## config.mk

```make
export PLATFORM = sky130hd
export DESIGN_NAME = mem_stage
export DESIGN_NICKNAME = d
export VERILOG_FILES = /design/src/rtl/mem_stage_pkg.sv /design/src/rtl/mem_stage_align.sv /design/src/rtl/mem_stage.sv
export SDC_FILE = /design/constraint.sdc
export NUM_CORES = 1
export LEC_CHECK = 0
export ABC_CLOCK_PERIOD_IN_PS = 15100
export CELL_PAD_IN_SITES_DETAIL_PLACEMENT = 0
export CELL_PAD_IN_SITES_GLOBAL_PLACEMENT = 1
export CORE_AREA = 4 4 273 275
export DETAILED_ROUTE_END_ITERATION = 10
export DIE_AREA = 0 0 277 279
export GPL_ROUTABILITY_DRIVEN = 0
export PLACE_DENSITY_LB_ADDON = 0.05
export SLEW_MARGIN = 0
export SYNTH_ARGS = -nofsm -noshare
export SYNTH_HDL_FRONTEND = slang
export SYNTH_SLANG_ARGS = --single-unit
```

## constraint.sdc

```tcl
create_clock -name clk -period 15.1 [get_ports clk]
set_input_delay 2.265 -clock clk [delete_from_list [all_inputs] [get_ports clk]]
set_output_delay 2.265 -clock clk [all_outputs]
set_load 0.02 [all_outputs]
```

## src/rtl/mem_stage_pkg.sv

```systemverilog
// Shared memory-stage types: control word, FSM states,
// bubble constant and the byte-mask helper.
package mem_stage_pkg;

  localparam logic [1:0] FWD_ALU = 2'd0;
  localparam logic [1:0] FWD_BR  = 2'd1;
  localparam logic [1:0] FWD_LD  = 2'd2;

  localparam logic [2:0] F3_B  = 3'b000;
  localparam logic [2:0] F3_H  = 3'b001;
  localparam logic [2:0] F3_W  = 3'b010;
  localparam logic [2:0] F3_BU = 3'b100;
  localparam logic [2:0] F3_HU = 3'b101;

  typedef struct packed {
    logic       mem_read;
    logic       mem_write;
    logic [2:0] load_funct3;
    logic [2:0] store_funct3;
    logic [1:0] memfwdmux_sel;
  } mem_ctrl_t;

  typedef struct packed {
    logic       ld_reg;
    logic [4:0] rd;
  } wb_ctrl_t;

  typedef struct packed {
    logic        valid_commit;
    logic [31:0] inst;
    logic [31:0] pc_rdata;
    logic [31:0] pc_wdata;
    logic [31:0] rd_wdata;
    logic [31:0] mem_addr;
    logic [3:0]  rmask;
    logic [3:0]  wmask;
    logic [31:0] mem_wdata;
    logic [31:0] mem_rdata;
  } rvfi_t;

  typedef struct packed {
    mem_ctrl_t mem;
    wb_ctrl_t  wb;
    rvfi_t     rvfi;
  } control_word;

  typedef enum logic [1:0] {
    MS_IDLE,
    MS_PASS,
    MS_ACCESS
  } mem_state_e;

  localparam control_word CW_BUBBLE = '{
    mem:  '0,
    wb:   '0,
    rvfi: '{pc_rdata: 32'h4000_0000,
            default:  '0}
  };

  // Misaligned sizes simply lose the bits shifted past lane 3.
  function automatic logic [3:0] size_mask(
    input logic [2:0] f3,
    input logic [1:0] off
  );
    logic [3:0] m;
    unique case (1'b1)
      (f3[1:0] == 2'b00): m = 4'b0001 << off;
      (f3[1:0] == 2'b01): m = 4'b0011 << off;
      default:            m = 4'b1111;
    endcase
    return m;
  endfunction

endpackage

```

## src/rtl/mem_stage_align.sv

```systemverilog
// Store lane replication / mask and load lane
// select / extend for the memory stage.
module mem_stage_align
  import mem_stage_pkg::*;
(
  input  logic [2:0]  i_st_funct3,
  input  logic [2:0]  i_ld_funct3,
  input  logic [1:0]  i_off,
  input  logic [31:0] i_wdata,
  input  logic [31:0] i_rdata,
  output logic [3:0]  o_wmask,
  output logic [3:0]  o_rmask,
  output logic [31:0] o_wdata,
  output logic [31:0] o_rdata
);

  logic [31:0] w_rsh;
  logic [7:0]  w_byte;
  logic [15:0] w_half;

  assign o_wmask = size_mask(i_st_funct3, i_off);
  assign o_rmask = size_mask(i_ld_funct3, i_off);
  assign w_rsh   = i_rdata >> {i_off, 3'b000};
  assign w_byte  = w_rsh[7:0];
  assign w_half  = i_off[1] ? i_rdata[31:16]
                            : i_rdata[15:0];

  // Replicate store data so every lane carries it.
  always_comb begin
    o_wdata = i_wdata;
    unique case (1'b1)
      (i_st_funct3[1:0] == 2'b00):
        o_wdata = {4{i_wdata[7:0]}};
      (i_st_funct3[1:0] == 2'b01):
        o_wdata = {2{i_wdata[15:0]}};
      default:
        o_wdata = i_wdata;
    endcase
  end

  // Pick the addressed lane and extend it.
  always_comb begin
    o_rdata = i_rdata;
    unique case (1'b1)
      (i_ld_funct3 == F3_B):
        o_rdata = {{24{w_byte[7]}}, w_byte};
      (i_ld_funct3 == F3_BU):
        o_rdata = {24'b0, w_byte};
      (i_ld_funct3 == F3_H):
        o_rdata = {{16{w_half[15]}}, w_half};
      (i_ld_funct3 == F3_HU):
        o_rdata = {16'b0, w_half};
      default:
        o_rdata = i_rdata;
    endcase
  end

endmodule

```

## src/rtl/mem_stage.sv

```systemverilog
// RV32I memory stage: one-entry holding register,
// dcache requester, forward value and RVFI fill.
module mem_stage
  import mem_stage_pkg::*;
(
  input  logic        clk,
  input  logic        rst,
  input  logic        exe_valid,
  input  control_word ctrl_w_exe,
  input  logic [31:0] alu_out,
  input  logic [31:0] rs2_out,
  input  logic        br_en,
  output logic        mem_rdy,
  output logic [31:0] dmem_address,
  output logic        dmem_read,
  output logic        dmem_write,
  output logic [3:0]  dmem_mbe,
  output logic [31:0] dmem_wdata,
  input  logic [31:0] dmem_rdata,
  input  logic        dmem_resp,
  output logic        mem_valid,
  output logic [31:0] mem_fwd_data,
  output control_word ctrl_w_mem
);

  mem_state_e  r_state;
  mem_state_e  w_next;
  control_word r_ctrl;
  logic [31:0] r_alu;
  logic [31:0] r_rs2;
  logic        r_br;

  logic        w_acc;
  logic        w_done;
  logic        w_load;
  logic        w_mem_op;
  logic [3:0]  w_wmask;
  logic [3:0]  w_rmask;
  logic [31:0] w_ldata;

  assign w_acc    = (r_state == MS_ACCESS);
  assign w_done   = (r_state == MS_PASS)
                 || (w_acc && dmem_resp);
  assign mem_rdy  = (r_state == MS_IDLE) || w_done;
  assign mem_valid = w_done;
  assign w_load   = exe_valid && mem_rdy;
  assign w_mem_op = ctrl_w_exe.mem.mem_read
                 || ctrl_w_exe.mem.mem_write;

  // State register.
  always_ff @(posedge clk or posedge rst) begin
    if (rst) r_state <= MS_IDLE;
    else     r_state <= w_next;
  end

  // Refill on completion or when empty; else wait.
  always_comb begin
    w_next = r_state;
    if (mem_rdy) begin
      if (!exe_valid)    w_next = MS_IDLE;
      else if (w_mem_op) w_next = MS_ACCESS;
      else               w_next = MS_PASS;
    end
  end

  // Capture the execute result on handshake.
  always_ff @(posedge clk or posedge rst) begin
    if (rst) begin
      r_ctrl <= '0;
      r_alu  <= '0;
      r_rs2  <= '0;
      r_br   <= 1'b0;
    end else if (w_load) begin
      r_ctrl <= ctrl_w_exe;
      r_alu  <= alu_out;
      r_rs2  <= rs2_out;
      r_br   <= br_en;
    end
  end

  mem_stage_align u_align (
    .i_st_funct3 (r_ctrl.mem.store_funct3),
    .i_ld_funct3 (r_ctrl.mem.load_funct3),
    .i_off       (r_alu[1:0]),
    .i_wdata     (r_rs2),
    .i_rdata     (dmem_rdata),
    .o_wmask     (w_wmask),
    .o_rmask     (w_rmask),
    .o_wdata     (dmem_wdata),
    .o_rdata     (w_ldata)
  );

  assign dmem_address = {r_alu[31:2], 2'b00};
  assign dmem_read  = w_acc && r_ctrl.mem.mem_read;
  assign dmem_write = w_acc && r_ctrl.mem.mem_write;

  // Byte enables only while a request is out.
  always_comb begin
    dmem_mbe = 4'b0000;
    if (dmem_write)     dmem_mbe = w_wmask;
    else if (dmem_read) dmem_mbe = w_rmask;
  end

  // Forward value mux.
  always_comb begin
    mem_fwd_data = r_alu;
    unique case (r_ctrl.mem.memfwdmux_sel)
      FWD_BR:  mem_fwd_data = {31'b0, r_br};
      FWD_LD:  mem_fwd_data = w_ldata;
      default: mem_fwd_data = r_alu;
    endcase
  end

  // Completed word to writeback, bubble otherwise.
  always_comb begin
    ctrl_w_mem = CW_BUBBLE;
    if (w_done) begin
      ctrl_w_mem = r_ctrl;
      ctrl_w_mem.rvfi.mem_addr  = r_alu;
      ctrl_w_mem.rvfi.rmask     =
        r_ctrl.mem.mem_read ? w_rmask : 4'b0;
      ctrl_w_mem.rvfi.wmask     =
        r_ctrl.mem.mem_write ? w_wmask : 4'b0;
      ctrl_w_mem.rvfi.mem_wdata = dmem_wdata;
      ctrl_w_mem.rvfi.mem_rdata = dmem_rdata;
      ctrl_w_mem.rvfi.rd_wdata  =
        r_ctrl.wb.ld_reg ? mem_fwd_data : 32'b0;
    end
  end

endmodule

```

==> impl_metrics.ini <==
[timing]
skew_ps = 15.76
max_slew_margin_pct = 25.88
rsz0062_at_grt = no
worst_slew_pin_slew_ps = 1112
finalHoldViolations = 0
post-route-min-period_ps = 8135
fmax_mhz = 122.9
hold_ws_ps = 485.0
fin_tns_setup_ps = 0
post-route-period-util_pct = 53.87
finalSetupViolations = 0
drv_slew = 0
finalWorstSetupSlack_ps = 6965

[global_route]
overflow = 0
grt_pass1_wl_mm = 79.56
grt_start_max_net_pins = 116
grt_util_all_layers_pct = 14.41
grt_pass1_vias = 9882
antenna_found_initial = 8

[synthesis]
ys.warnings.count = 0
synth-async-reset-ratio_pct = 100.0
synth_edf_count = 0
synth_seq_cells = 180
avgSynthCellArea_sq_um = 10.80
ys_types = 53
synth_area_sq_mm = 0.01046
ys_seq_area_share_pct = 43.07
postSynthCellCount = 968
ys.flop_type = dfrtp_1

[floorplan]
die_y_microns = 279
start_util_pct = 14.46
io-pin-count = 703
core_area_sq_mm = 0.07234
dieWidth_microns = 277
rows = 99
dieArea_sq_mm = 0.07728

[clocking]
clock_sinks = 180
cts_resized = 0
path_clk_slew_ps = 80
cts-hold-fix-buffers = 0
post_cts_buffers = 0
cts_inserted_buffers = 17
cts_tree = yes
cts_root_buffer = clkbuf_16
ctsHtreeMaxLevel = 4
clockBufferDepth = 2
clk_latency_ps = 480

[pwr]
power.total_mw = 2.264
p_leak_nw = 6.632
power.density_mw_per_mm2 = 130.8
vdd_drop_max_mv = 0.06132

[place]
preCtsSetupSlack_ps = 6750
place_hpwl_mm = 42.60
placed_area_sq_mm = 0.01670
dp.cells = 2393
io_buffers = 564

[status]
status = finished, final reports clean

[hold_path]
hold_start = r_ctrl[211]
min_path_type = reg2reg

[final_layout]
postLayoutCoreUtil_pct = 23.94
final_cells = 2427
areaGrowthSynthToFinish_pct = 65.58
drive_above_1_share_pct = 16.71
design_area_sq_mm = 0.01732
fin_nets = 1809

[route]
via_per_inst = 3.759
wirelength_mm = 56.30
dr.pass1.iters = 4
avgRoutedWirePerCell_microns = 23.20
vias = 9123
final_antenna_net_count = 0
drc = 0
drtIter0Drc = 303

[critical_path]
crit_family = buffers and inverters
path_cells = clkdlybuf4s50_1, and3b_1, nor2_2, buf_4, inv_6, buf_4, nand2_1, a21oi_1, clkdlybuf4s50_1
crit_slowest_cell = buf_4
cp_max_fo = 115
startpoint_type = input port
path_buf_inv = 5
critPathKind = in2out
r2r_start = r_state[0]
arrival_ps = 5870
required_ps = 12840
slowest_delay_ps = 750
critPathCaptureType = output pin
cp-startpoint = dmem_resp

[run]
drv_cap = 0
[per-layer routing]
layer  share of wire, %  vias up  global-route usage, %
met5              0.073        -                      0
met1                 43     4509                  17.72
li1                   -     4261                      -
met3                8.5       44                  5.978
met2                 47      301                  23.65
met4                1.3        8                  3.318
[state kept, by name, indices dropped and copies added (netlist names)]
register / cells
r_ctrl: 113
r_alu: 32
r_rs2: 32
r_state: 2
r_br: 1
[report_power, final]
group | internal, mW | switching (mW) | leakage [nW] | total [mW]
Clock | 0.240 | 0.258 | 0.302 | 0.498
Sequential | 0.577 | 0.0863 | 2.10 | 0.663
Combinational | 0.520 | 0.583 | 4.23 | 1.10
Total | 1.34 | 0.927 | 6.63 | 2.26
[Yosys cell counts (all sizes together), types with 9 or more instances]
cell	instances	share of area [%]
a22o	16	1.3
clkbuf	34	1.2
o21ai	50	2.4
a2bb2oi	9	0.75
o2bb2ai	16	1.3
mux2i	15	1.4
nor2b	11	0.66
buf	77	5.6
a21oi	10	0.51
nor2	34	1.4
dfrtp	180	43
mux2	199	22
nand2	38	1.4
and2	203	12
inv	17	0.61
[logic make-up (layout without fill, tap and decap cells)]
group / after synthesis / after routing / share of synthesized area, %
buf+inv: 128 / 625 / 7.453
simple gates: 309 / 309 / 17.06
compound gates: 130 / 130 / 8.697
flops: 180 / 180 / 43.07
other cells: 1 / 4 / 0.03586
fa+ha+maj: 6 / 6 / 0.7178
mux: 214 / 214 / 22.97
[path summary, 6_finish.rpt]
kind,to,slack (ps),depth (start not counted)
setup reg to reg,r_ctrl[192],12060,4
min in group asynchronous,r_ctrl[146],2230,2
setup / recovery,ctrl_w_mem[70],6970,9
max in group asynchronous,r_rs2[21],10690,4
hold reg to reg,r_ctrl[211],480,1
hold / removal,r_ctrl[211],480,1
[cell type report]
cell class,count,area [sq um]
Tap cell,959,1200
Timing Repair Buffer,576,5736
Antenna cell,2,5.005
Sequential cell,180,4504
Clock inverter,15,190.2
Inverter,17,76.32
Multi-Input combinational cell,661,5181
Clock buffer,17,425.4
Fill cell,7847,55020
[cell usage in the layout, fill, tap and decap left out, types with 4 or more instances in the layout]
cell             instances
inv_1                   15
clkbuf_16               17
o21ai_0                 47
mux2i_1                 15
nor2_1                  31
nor2b_1                 11
clkinv_8                 4
inv_6                    4
dfrtp_1                180
nand2_1                 38
inv_8                    4
o21a_1                   4
a21oi_1                  9
a222oi_1                 4
ha_1                     6
o2bb2ai_1               16
mux2_1                  10
a2bb2oi_1                9
nand2b_1                 6
buf_4                   12
mux2_2                 186
and2_1                 202
o22ai_1                  6
a22o_1                  16
or2_1                    4
clkdlybuf4s50_1        564
No activity file was read; power rests on OpenSTA's default activity.
